## src/rtl/muldiv_pkg.sv

```systemverilog
// Shared op encodings, FSM state type and iteration count for the multiply/divide unit.
package muldiv_pkg;

  localparam logic [2:0] OP_MULT  = 3'b000;
  localparam logic [2:0] OP_MULTU = 3'b001;
  localparam logic [2:0] OP_DIV   = 3'b010;
  localparam logic [2:0] OP_DIVU  = 3'b011;
  localparam logic [2:0] OP_MTHI  = 3'b100;
  localparam logic [2:0] OP_MTLO  = 3'b101;

  localparam int unsigned ITER_COUNT = 32;

  typedef enum logic [1:0] {
    ST_IDLE  = 2'd0,
    ST_CALC  = 2'd1,
    ST_FIXUP = 2'd2
  } state_e;

  function automatic logic is_muldiv_op(input logic [2:0] op);
    return (op[2] == 1'b0);
  endfunction

endpackage

```

## src/rtl/muldiv_step.sv

```systemverilog
// One combinational iteration: shift-add multiply (mode_i=0) or restoring divide (mode_i=1).
module muldiv_step #(
  parameter int unsigned W = 32
) (
  input  logic [2*W-1:0] work_i,
  input  logic [W-1:0]   operand_i,
  input  logic           mode_i,
  output logic [2*W-1:0] work_o
);

  logic [W-1:0] addend;
  logic [W:0]   sum;
  logic [W:0]   cand;
  logic [W:0]   diff;

  always_comb begin
    addend = work_i[0] ? operand_i : '0;
    sum    = {1'b0, work_i[2*W-1:W]} + {1'b0, addend};
    // Remainder shifted left with the next dividend bit; bit W of diff flags a borrow.
    cand   = work_i[2*W-1:W-1];
    diff   = cand - {1'b0, operand_i};
    if (mode_i) begin
      if (diff[W]) work_o = {cand[W-1:0], work_i[W-2:0], 1'b0};
      else         work_o = {diff[W-1:0], work_i[W-2:0], 1'b1};
    end else begin
      work_o = {sum, work_i[W-1:1]};
    end
  end

endmodule

```

## src/rtl/muldiv_unit.sv

```systemverilog
// Iterative MULT/MULTU/DIV/DIVU unit with HI/LO registers and pipeline stall request.
// Optional macro MULDIV_DIVZERO_EARLY_EN: divide-by-zero skips CALC and goes straight to FIXUP.
module muldiv_unit
  import muldiv_pkg::*;
#(
  parameter int unsigned W = 32
) (
  input  logic         clk,
  input  logic         reset,
  input  logic         start_in,
  input  logic [2:0]   op_in,
  input  logic [W-1:0] a_in,
  input  logic [W-1:0] b_in,
  input  logic         mf_req_in,
  output logic [W-1:0] hi_out,
  output logic [W-1:0] lo_out,
  output logic         busy_out,
  output logic         stall_out,
  output logic         done_out
);

  state_e         state_q;
  logic [5:0]     cnt_q;
  logic [2*W-1:0] work_q;
  logic [W-1:0]   opnd_q;
  logic           div_q;
  logic           neg_q;
  logic           neg_rem_q;
  logic           divzero_q;
  logic [W-1:0]   orig_a_q;
  logic [W-1:0]   hi_q;
  logic [W-1:0]   lo_q;
  logic           busy_q;
  logic           done_q;

  logic [2*W-1:0] work_d;
  logic           op_signed;
  logic           op_div;
  logic           op_divzero;
  logic           early_fixup;
  logic [W-1:0]   mag_a;
  logic [W-1:0]   mag_b;
  logic [2*W-1:0] prod;
  logic [W-1:0]   res_hi;
  logic [W-1:0]   res_lo;

  muldiv_step #(.W(W)) u_step (
    .work_i    (work_q),
    .operand_i (opnd_q),
    .mode_i    (div_q),
    .work_o    (work_d)
  );

  always_comb begin
    op_signed  = (op_in == OP_MULT) || (op_in == OP_DIV);
    op_div     = (op_in == OP_DIV)  || (op_in == OP_DIVU);
    op_divzero = op_div && (b_in == '0);
    mag_a      = (op_signed && a_in[W-1]) ? (~a_in + 1'b1) : a_in;
    mag_b      = (op_signed && b_in[W-1]) ? (~b_in + 1'b1) : b_in;
`ifdef MULDIV_DIVZERO_EARLY_EN
    early_fixup = op_divzero;
`else
    early_fixup = 1'b0;
`endif
  end

  always_comb begin
    prod   = neg_q ? (~work_q + 1'b1) : work_q;
    res_hi = prod[2*W-1:W];
    res_lo = prod[W-1:0];
    if (divzero_q) begin
      res_hi = orig_a_q;
      res_lo = '1;
    end else if (div_q) begin
      res_hi = neg_rem_q ? (~work_q[2*W-1:W] + 1'b1) : work_q[2*W-1:W];
      res_lo = neg_q     ? (~work_q[W-1:0] + 1'b1)   : work_q[W-1:0];
    end
  end

  always_ff @(posedge clk) begin
    if (reset) begin
      state_q   <= ST_IDLE;
      cnt_q     <= '0;
      work_q    <= '0;
      opnd_q    <= '0;
      div_q     <= 1'b0;
      neg_q     <= 1'b0;
      neg_rem_q <= 1'b0;
      divzero_q <= 1'b0;
      orig_a_q  <= '0;
      hi_q      <= '0;
      lo_q      <= '0;
      busy_q    <= 1'b0;
      done_q    <= 1'b0;
    end else begin
      case (state_q)
        ST_IDLE: begin
          if (start_in && is_muldiv_op(op_in)) begin
            div_q     <= op_div;
            neg_q     <= op_signed && (a_in[W-1] ^ b_in[W-1]);
            neg_rem_q <= op_signed && a_in[W-1];
            divzero_q <= op_divzero;
            orig_a_q  <= a_in;
            cnt_q     <= '0;
            busy_q    <= 1'b1;
            // Divide keeps the dividend in the low half; multiply keeps the multiplier there.
            if (op_div) begin
              work_q <= {{W{1'b0}}, mag_a};
              opnd_q <= mag_b;
            end else begin
              work_q <= {{W{1'b0}}, mag_b};
              opnd_q <= mag_a;
            end
            if (early_fixup) begin
              state_q <= ST_FIXUP;
              done_q  <= 1'b1;
            end else begin
              state_q <= ST_CALC;
            end
          end else if (start_in && op_in == OP_MTHI) begin
            hi_q <= a_in;
          end else if (start_in && op_in == OP_MTLO) begin
            lo_q <= a_in;
          end
        end
        ST_CALC: begin
          work_q <= work_d;
          cnt_q  <= cnt_q + 6'd1;
          if (cnt_q == 6'(ITER_COUNT - 1)) begin
            state_q <= ST_FIXUP;
            done_q  <= 1'b1;
          end
        end
        ST_FIXUP: begin
          hi_q    <= res_hi;
          lo_q    <= res_lo;
          state_q <= ST_IDLE;
          busy_q  <= 1'b0;
          done_q  <= 1'b0;
        end
        default: begin
          state_q <= ST_IDLE;
          busy_q  <= 1'b0;
          done_q  <= 1'b0;
        end
      endcase
    end
  end

  assign hi_out    = hi_q;
  assign lo_out    = lo_q;
  assign busy_out  = busy_q;
  assign done_out  = done_q;
  assign stall_out = busy_q & (start_in | mf_req_in);

endmodule

```

## config.mk

```make
export PLATFORM = sky130hd
export DESIGN_NAME = muldiv_unit
export DESIGN_NICKNAME = d
export VERILOG_FILES = /design/src/rtl/muldiv_pkg.sv /design/src/rtl/muldiv_step.sv /design/src/rtl/muldiv_unit.sv
export SDC_FILE = /design/constraint.sdc
export NUM_CORES = 1
export LEC_CHECK = 0
export CELL_PAD_IN_SITES_DETAIL_PLACEMENT = 0
export CELL_PAD_IN_SITES_GLOBAL_PLACEMENT = 1
export CORE_MARGIN = 2
export CORE_UTILIZATION = 45
export CTS_CLUSTER_SIZE = 24
export DETAILED_ROUTE_END_ITERATION = 10
export GPL_TIMING_DRIVEN = 1
export HOLD_SLACK_MARGIN = 0.1
export PLACE_DENSITY_LB_ADDON = 0.2
export SLEW_MARGIN = 40
export SYNTH_ARGS = -nofsm -noshare
export SYNTH_HDL_FRONTEND = slang
export SYNTH_SLANG_ARGS = --single-unit
export TNS_END_PERCENT = 1
```

## constraint.sdc

```tcl
create_clock -name clk -period 5.6 [get_ports clk]
set_input_delay 0.56 -clock clk [delete_from_list [all_inputs] [get_ports clk]]
set_output_delay 0.56 -clock clk [all_outputs]
set_load 0.02 [all_outputs]
```

==> results.ini, run 1 <==
[clocking]
cts-root-buf = clkbuf_16
h-tree-depth = 1
postCtsSetupBuffers = 0
path_clk_slew_ns = 0.06
ctsHoldBuffers = 0
worst_skew_pair.late_latency_ns = 0.56
post_cts_resized = 0
cts_buffers = 26
clock_sinks = 206
cts_tree = built
cts_buffer_depth = 3

[floorplanning]
die_area_um2 = 36700
initial_core_util_pct = 45.8
dieHeight_um = 191
rows = 68
die_w_um = 191
io_pins = 138
coreArea_um2 = 34500

[setup_path]
critPathMaxFanout = 27
worstPathRequired_ns = 6.08
startpoint = work_q[31]
worstSetupEndpointType = register
crit_arrival_ns = 4.83
regToRegStartpoint = work_q[31]
crit_path_start_kind = register
worstSetupPathType = register to register

[sta]
post-route-min-period_ns = 4.35
finalSetupViolations = 0
whs_ns = 0.438
fin_skew_ns = 0.0130
slew_headroom_pct = 43.5
final-hold-violation-count = 0
tightest_slew_ns = 0.840
slew_violations = 0
fin_crit_sh_pct = 77.7
setup_tns_ns = 0
timing.fmax_mhz = 230
rsz0062_at_grt = false

[global_routing]
grt_pass1_vias = 15300
grt_max_degree = 59
grt_pass1_wl_mm = 93.5
grt_use_total_pct = 33.4
antenna_found_initial = 1
grt_overflow = 0

[logic_synthesis]
synth_edf_count = 0
syn_area_um2 = 15800
ys.flop_type = dfxtp_1
synthCells = 2157
ys_seq_area_share_pct = 26.1
syn-num-nets = 2299
ys_seq_elements = 206
synth.avg_cell_area_um2 = 7.33
ys_warn_count = 0
async_flop_share_pct = 0
yosysUniqueCellTypes = 83

[power]
ir_drop_v = 0.000224
power.density_nw_per_um2 = 236
p_leak_nw = 6.69

[cells_and_area]
fillers = 3463
antenna_cells = 0
multi_input_area_um2 = 10900
nets = 2333
drive_gt1_share_pct = 5.29
ff_latch_area_um2 = 4130
fin_area_um2 = 18300
synthToLayoutAreaGrowth_pct = 15.7

[detailed_routing]
vias = 16800
remaining_drc_errors = 0
viasPerCell = 6.29
ant_nets = 0
wl_mm = 62.7
first_iter_violations = 1627
wl_per_cell_um = 23.5
dr.pass1.iters = 6

[worst_hold_path]
min_from = reset
holdCritPathClass = input pin to register

[placed_design]
placed_cell_area_um2 = 17400
place_hpwl_mm = 47.1
place_congestion = 0.946
port_buffers = 137

[status]
status = finished, final reports clean

[run]
max-cap-violations = 0

where the power goes:
group | switching [W] | internal [W] | total, W | leakage [nW]
logic | 0.000631 | 0.000359 | 0.000990 | 4.59
clock network | 0.000721 | 0.000991 | 0.00171 | 0.415
registers | 0.0000817 | 0.00153 | 0.00161 | 1.68
flip-flops by register name, summed over array words and instances (netlist names):
| register | count |
|---|---|
| busy_out | 1 |
| lo_out | 32 |
| cnt_q | 6 |
| state_q | 2 |
| opnd_q | 32 |
| div_q | 1 |
| done_out | 1 |
| neg_q | 1 |
| hi_out | 32 |
| orig_a_q | 32 |
| neg_rem_q | 1 |
| work_q | 64 |
| divzero_q | 1 |
critical path: stages (launching register included):
cell	delay, ns
dfxtp_1	0.38
inv_1	0.10
ha_1	0.21
fa_1	0.40
nor2b_1	0.21
o31a_1	0.21
o2111ai_1	0.32
a2111oi_0	0.66
o21ai_1	0.27
xor2_4	0.71
buf_4	0.33
mux2i_1	0.19
a21oi_1	0.09
nor3_1	0.19
cell usage in the layout, fill, tap and decap left out, types with 9 or more instances in the layout:
| master | n |
|---|---|
| a31oi_1 | 19 |
| nand3_1 | 27 |
| or3_1 | 13 |
| mux2i_1 | 39 |
| or4_1 | 9 |
| nand2b_1 | 21 |
| o221ai_1 | 32 |
| a21oi_1 | 248 |
| clkbuf_16 | 26 |
| o22ai_1 | 14 |
| nor2b_1 | 14 |
| xnor2_1 | 99 |
| buf_4 | 30 |
| nor4_1 | 19 |
| dfxtp_1 | 205 |
| a21o_1 | 25 |
| a2111oi_0 | 14 |
| a221oi_1 | 12 |
| o21ai_0 | 118 |
| o41ai_1 | 16 |
| a22oi_1 | 19 |
| xor2_1 | 69 |
| and3_1 | 10 |
| clkdlybuf4s50_1 | 135 |
| o31ai_1 | 26 |
| and2_1 | 14 |
| nand2_1 | 266 |
| nor3_1 | 42 |
| a211oi_1 | 78 |
| nor2_1 | 215 |
| ha_1 | 69 |
| o211ai_1 | 40 |
| a311oi_1 | 9 |
| inv_1 | 67 |
area by class of cell:
type                            instances  area share (%)
Multi-Input combinational cell       1722            59.5
Sequential cell                       206            22.5
Timing Repair Buffer                  167            8.75
Clock buffer                           33            3.86
Tap cell                              455            3.11
Inverter                               68            1.40
Clock inverter                         14           0.841
synth_stat cells, drive strengths merged, types with 5 or more instances:
library cell	n	area [µm²]
o221ai	32	280
a31oi	19	119
and2	14	87.6
a41oi	5	43.8
dfxtp	206	4120
nand2b	21	131
o2111ai	7	61.3
a2111oi	14	123
and3	10	62.6
nor4b	6	67.6
a21oi	249	1250
clkbuf	142	533
or4	12	101
xor2	70	613
mux2i	39	390
a22oi	19	143
a21o	25	188
a221oi	12	105
o21a	6	45.0
mux2	6	67.6
nor2	219	827
o22ai	14	87.6
inv	67	251
a32oi	5	43.8
o21bai	6	45.0
nand3	27	135
o41ai	18	173
nand4	7	43.8
o21ai	126	631
nor2b	16	100
ha	69	863
nor3	43	226
nand2	267	1000
buf	19	91.3
a311oi	10	93.8
o31ai	28	229
or3	14	92.6
nor4	22	150
o211ai	40	300
a211oi	78	586
xnor2	99	867
or2	7	43.8
worst paths after layout:
| check | to | slack [ns] | cells past startpoint |
|---|---|---|---|
| max reg2reg | work_q[32] | 1.25 | 13 |
| min | hi_out[27] | 0.44 | 2 |
| min reg2reg | lo_out[20] | 0.45 | 2 |
| max | work_q[32] | 1.25 | 13 |
logic make-up (layout without fill, tap and decap cells):
family	Yosys count	after routing	synth area share [%]
fa+ha+maj	71	71	5.71
buf+inv	229	282	5.56
compound gates	740	740	30.3
xor+xnor	169	169	9.36
flops	206	206	26.1
mux	45	45	2.90
simple gates	697	697	20.1
layer usage:
metal	track usage, %	up-vias	part of all wire, %
li1	-	7922	-
met1	45.5	8073	43
met2	53.0	657	46
met3	4.98	116	7.3
met4	12.7	0	4.1
met5	0	-	0
per-stage QoR:
stage          power (W)  instances  util, %  worst slack, ns
3_5_place_dp     0.00260       2618     50.4             1.40
5_1_grt          0.00446       2665     53.0            0.905
4_1_cts          0.00430       2665     52.9             1.32
2_1_floorplan    0.00224       2157        -             2.15
3_3_place_gp     0.00260       2617     50.3             1.44
6_report         0.00431       2665     53.0             1.25
(Power assumes the default switching activity.)
==> run 2, diff against run 1 <==
--- a/config.mk
+++ b/config.mk
@@ -8,7 +8,7 @@
 export CELL_PAD_IN_SITES_DETAIL_PLACEMENT = 0
 export CELL_PAD_IN_SITES_GLOBAL_PLACEMENT = 1
 export CORE_MARGIN = 2
-export CORE_UTILIZATION = 45
+export CORE_UTILIZATION = 44
 export CTS_CLUSTER_SIZE = 24
 export DETAILED_ROUTE_END_ITERATION = 10
 export GPL_TIMING_DRIVEN = 1
==> constraint.sdc (replaced) <==
create_clock -name clk -period 4.4 [get_ports clk]
set_input_delay 0.44 -clock clk [delete_from_list [all_inputs] [get_ports clk]]
set_output_delay 0.44 -clock clk [all_outputs]
set_load 0.02 [all_outputs]
==> results.ini, run 2 (synthesis results as in run 1) <==
[setup_path]
worstSetupPathType = register to register
startpoint = work_q[32]
ff2ff_path_depth = 12  ; -1
r2r_setup_slack_ns = 0.55  ; -0.70 ns
worstSetupEndpointType = register
crit_arrival_ns = 4.27  ; -0.56 ns
endpoint = work_q[48]
crit_chain = inv_1 -> fa_1 -> nor2b_1 -> o31a_1 -> o2111ai_1 -> a2111oi_0 -> o21ai_1 -> xor2_4 -> buf_4 -> mux2_2 -> a22oi_1 -> o21ai_0
crit_path_start_kind = register
cp_top_family = compound AO/OA/AOI/OAI gates
max_stage_delay_ns = 0.65  ; -0.06 ns
critPathMaxFanout = 14  ; -48%
rr_endpoint = work_q[48]
worstPathRequired_ns = 4.82  ; -1.26 ns
regToRegStartpoint = work_q[32]
cp.depth = 12  ; -1
slowest_stage = a2111oi_0
cp.buffers_inverters = 2  ; unchanged

[sta]
final-hold-violation-count = 0  ; unchanged
fin_crit_sh_pct = 87.5  ; +9.7 points
slew_violations = 0  ; unchanged
fin_skew_ns = 0.0128  ; -0.000159 ns
finalSetupViolations = 0  ; unchanged
whs_ns = 0.272  ; -0.166 ns
tightest_slew_ns = 0.847  ; +0.00782 ns
setup_tns_ns = 0  ; unchanged
slew_headroom_pct = 43.0  ; -0.53 points
timing.fmax_mhz = 260  ; +13%
rsz0062_at_grt = false
post-route-min-period_ns = 3.85  ; -0.504 ns

[placed_design]
place_hpwl_mm = 48.4  ; +2.9%
place_congestion = 0.976  ; +3.2%
port_buffers = 137  ; unchanged
place_inst = 2658  ; +1.5%

[floorplanning]
dieHeight_um = 194  ; +1.1%
rows = 69  ; +1.5%
io_pins = 138  ; unchanged
coreArea_um2 = 35500  ; +2.7%
initial_core_util_pct = 44.6  ; -1.2 points
die_w_um = 194  ; +1.1%
die_area_um2 = 37500  ; +2.2%

[status]
status = finished, final reports clean

[clocking]
cts-root-buf = clkbuf_16
postCtsSetupBuffers = 0  ; unchanged
clock_sinks = 206  ; unchanged
post_cts_resized = 0  ; unchanged
cts_buffer_depth = 3  ; unchanged
cts_buffers = 27  ; +3.8%
cts_tree = built
h-tree-depth = 1  ; unchanged
ctsHoldBuffers = 0  ; unchanged
worst_skew_pair.late_latency_ns = 0.56  ; about the same
path_clk_slew_ns = 0.06  ; about the same

[detailed_routing]
remaining_drc_errors = 0  ; unchanged
viasPerCell = 6.32  ; +0.37%
wl_per_cell_um = 23.5  ; about the same
ant_nets = 0  ; unchanged
dr.pass1.iters = 6  ; unchanged
wl_mm = 63.7  ; +1.5%
first_iter_violations = 1452  ; -11%
vias = 17100  ; +2.0%

[cells_and_area]
utilization_pct = 52.6  ; -0.35 points
synthToLayoutAreaGrowth_pct = 18.0
nets = 2368  ; +1.5%
layout_commonest_cell = nand2_1
top_register = work_q
drive_gt1_share_pct = 6.95  ; +1.7 points
antenna_cells = 0  ; unchanged
stdcell_count = 2707  ; +1.6%
layout_common_cells = nand2_1 (265), a21oi_1 (248), nor2_1 (215)
largest_reg_flops = 64  ; unchanged

[worst_hold_path]
holdCritPathClass = input pin to register
hold_depth = 2  ; unchanged
min_from = reset

[global_routing]
grt_use_total_pct = 32.6  ; -0.80 points
grt_overflow = 0  ; unchanged
grt_pass1_vias = 15900  ; +3.3%
grt_pass1_wl_mm = 95.7  ; +2.4%
grt_max_degree = 69  ; +17%
antenna_found_initial = 1  ; unchanged

[power]
power_w = 0.00571  ; +32%
power.density_nw_per_um2 = 306  ; +30%
p_leak_nw = 6.91  ; +3.4%
ir_drop_v = 0.000264  ; +18%

[run]
max-cap-violations = 0  ; unchanged

run 2: cell types whose count changed in the layout (fill, tap and decap cells not counted), sizes merged:
cell,previous run,this run
inv,68,67
buf,32,66
bufinv,2,4
clkbuf,33,34
run 2: report_power, final:
part | switching (W) | internal [W]
clock | 0.000931 | 0.00144
combinational | 0.000812 | 0.000485
sequential | 0.000102 | 0.00195
total | 0.00184 | 0.00387
run 2: layer usage:
layer  wire, µm  track usage, %  up-vias
li1           -               -     7991
met1      26900            43.5     8183
met2      28600            52.0      763
met3       4780            4.52      157
met4       3380            15.2        2
met5         18               0        -
run 2: stage by stage:
| step | instance area [µm²] | setup WS [ns] |
|---|---|---|
| finish | 18700 | 0.552 |
| global route | 18700 | 0.177 |
| CTS | 18600 | 0.560 |
| detailed placement | 17700 | 0.616 |
| global placement | 17700 | 0.675 |
| floorplan | 15800 | 0.953 |
run 2: worst min path at each step:
stage                  endpoint  slack [ns]
finish                 cnt_q[5]        0.27
CTS                    cnt_q[5]        0.25
global placement    orig_a_q[5]        0.44
global route           cnt_q[0]        0.27
detailed placement  orig_a_q[5]        0.45
floorplan           orig_a_q[5]        0.43
run 2: area by class of cell:
cell class | count | area, µm²
clock inverters | 15 | 186
multi-input cells | 1722 | 10900
clock buffers | 34 | 752
fillers | 3527 | 16800
well taps | 461 | 577
repair buffers | 201 | 1880
inverters | 68 | 255
flip-flops and latches | 206 | 4130
==> run 3, diff against run 2 <==
--- a/config.mk
+++ b/config.mk
@@ -8,12 +8,13 @@
 export CELL_PAD_IN_SITES_DETAIL_PLACEMENT = 0
 export CELL_PAD_IN_SITES_GLOBAL_PLACEMENT = 1
 export CORE_MARGIN = 2
-export CORE_UTILIZATION = 44
+export CORE_UTILIZATION = 45
 export CTS_CLUSTER_SIZE = 24
 export DETAILED_ROUTE_END_ITERATION = 10
 export GPL_TIMING_DRIVEN = 1
 export HOLD_SLACK_MARGIN = 0.1
 export PLACE_DENSITY_LB_ADDON = 0.2
+export REMOVE_ABC_BUFFERS = 1
 export SLEW_MARGIN = 40
 export SYNTH_ARGS = -nofsm -noshare
 export SYNTH_HDL_FRONTEND = slang
==> constraint.sdc (replaced) <==
create_clock -name clk -period 4.9 [get_ports clk]
set_input_delay 0.49 -clock clk [delete_from_list [all_inputs] [get_ports clk]]
set_output_delay 0.49 -clock clk [all_outputs]
set_load 0.02 [all_outputs]
==> results.ini, run 3 (synthesis results as in run 1) <==
[sta]
slew_violations = 0  ; unchanged
fin_skew_ns = 0.0221  ; +0.00928 ns
post-route-min-period_ns = 4.34  ; +0.496 ns
tightest_slew_ns = 0.854  ; +0.00657 ns
rsz0062_at_grt = false
fin_ws_ns = 0.556  ; +0.00424 ns
final-hold-violation-count = 0  ; unchanged
timing.fmax_mhz = 230  ; -11%
finalSetupViolations = 0  ; unchanged
slew_headroom_pct = 43.1  ; +0.083 points
fin_crit_sh_pct = 88.7  ; +1.2 points
whs_ns = 0.333  ; +0.0601 ns

[placed_design]
port_buffers = 137  ; unchanged
pre_cts_ws_ns = 0.621  ; +0.00477 ns
place_inst = 2625  ; -1.2%
place_congestion = 0.921  ; -5.7%
place_hpwl_mm = 43.5  ; -10%

[cells_and_area]
layout_commonest_cell = nand2_1
drive_gt1_share_pct = 5.73  ; -1.2 points
synthToLayoutAreaGrowth_pct = 16.3
top_register = work_q
ff_latch_area_um2 = 4130  ; about the same
utilization_pct = 53.2  ; +0.63 points
fillers = 3430  ; -2.8%
layout_common_cells = nand2_1 (265), a21oi_1 (248), nor2_1 (214)
multi_input_area_um2 = 10900  ; +0.10%
nets = 2339  ; -1.2%
largest_reg_flops = 64  ; unchanged
stdcell_count = 2671  ; -1.3%

[clocking]
ctsHoldBuffers = 0  ; unchanged
h-tree-depth = 1  ; unchanged
postCtsSetupBuffers = 0  ; unchanged
cts_buffers = 25  ; -7.4%
cts_buffer_depth = 3  ; unchanged
post_cts_resized = 0  ; unchanged
clock_sinks = 206  ; unchanged
cts-root-buf = clkbuf_16
cts_tree = built
path_clk_slew_ns = 0.06  ; about the same
worst_skew_pair.late_latency_ns = 0.55  ; about the same

[floorplanning]
io_pins = 138  ; unchanged
die_w_um = 191  ; -1.1%
dieHeight_um = 191  ; -1.1%
rows = 68  ; -1.4%
initial_core_util_pct = 45.8  ; +1.2 points
die_area_um2 = 36700  ; -2.2%
coreArea_um2 = 34500  ; -2.6%

[setup_path]
critPathMaxFanout = 21  ; +7
crit_arrival_ns = 4.78  ; +0.51 ns
worstSetupPathType = register to register
crit_path_start_kind = register
worstSetupEndpointType = register
worstPathRequired_ns = 5.34  ; +0.52 ns

[global_routing]
grt_pass1_vias = 15600  ; -1.3%
grt_use_total_pct = 31.8  ; -0.77 points
grt_pass1_wl_mm = 91.4  ; -4.6%
grt_overflow = 0  ; unchanged
antenna_found_initial = 1  ; unchanged
grt_max_degree = 72  ; +4.3%

[worst_hold_path]
holdCritPathClass = input pin to register

[detailed_routing]
wl_mm = 59.2  ; -7.1%
viasPerCell = 6.22  ; -1.6%
first_iter_violations = 1608  ; +11%
dr.pass1.iters = 7  ; +1
ant_nets = 0  ; unchanged
vias = 16600  ; -2.9%
wl_per_cell_um = 22.2  ; -5.8%
remaining_drc_errors = 0  ; unchanged

[power]
ir_drop_v = 0.000261  ; -1.1%
power.density_nw_per_um2 = 268  ; -12%
power_w = 0.00493  ; -14%
p_leak_nw = 6.75  ; -2.3%

[run]
max-cap-violations = 0  ; unchanged

[status]
status = finished, final reports clean

run 3: final cells by class:
class / instances / share of cell area (%)
Sequential cell: 206 / 22.4
Timing Repair Buffer: 174 / 9.08
Tap cell: 455 / 3.10
Clock inverter: 9 / 0.674
Multi-Input combinational cell: 1722 / 59.2
Antenna cell: 1 / 0.0136
Inverter: 68 / 1.39
Clock buffer: 36 / 4.06
run 3: worst paths after layout:
kind	from	end	slack (ns)	depth (start not counted)
max	work_q[0]	work_q[62]	0.56	13
max reg2reg	work_q[0]	work_q[62]	0.56	13
min	reset	lo_out[6]	0.33	2
min reg2reg	opnd_q[5]	opnd_q[5]	0.45	2
run 3: power by group:
group | internal, W | switching [W]
combinational | 0.000418 | 0.000685
clock | 0.00121 | 0.000781
sequential | 0.00175 | 0.0000905
run 3: layer usage:
layer | vias to the layer above | share of wire (%) | GRT usage (%)
met5 | - | 0 | 0
met4 | 0 | 3.2 | 10.7
met3 | 115 | 7.4 | 3.80
met2 | 735 | 44 | 49.5
met1 | 7833 | 46 | 45.3
li1 | 7920 | - | -
run 3: worst max-delay path: stages, from the launching register on:
cell	delay, ns
dfxtp_1	0.42
inv_1	0.38
buf_4	0.35
nor2_1	0.07
ha_1	0.34
nand2_1	0.10
a2111oi_0	0.57
a21oi_1	0.18
o211ai_1	0.32
a31oi_1	0.23
o21ai_0	0.58
a41oi_1	0.25
xnor2_1	0.17
o311a_1	0.28
run 3: metrics by stage:
| step | setup TNS (ns) | cell area [µm²] |
|---|---|---|
| final | 0 | 18400 |
| after detailed placement | 0 | 17500 |
| after CTS | 0 | 18400 |
| after global placement | 0 | 17500 |
| after global routing | 0 | 18400 |
| after floorplan | -143.96 | 15200 |
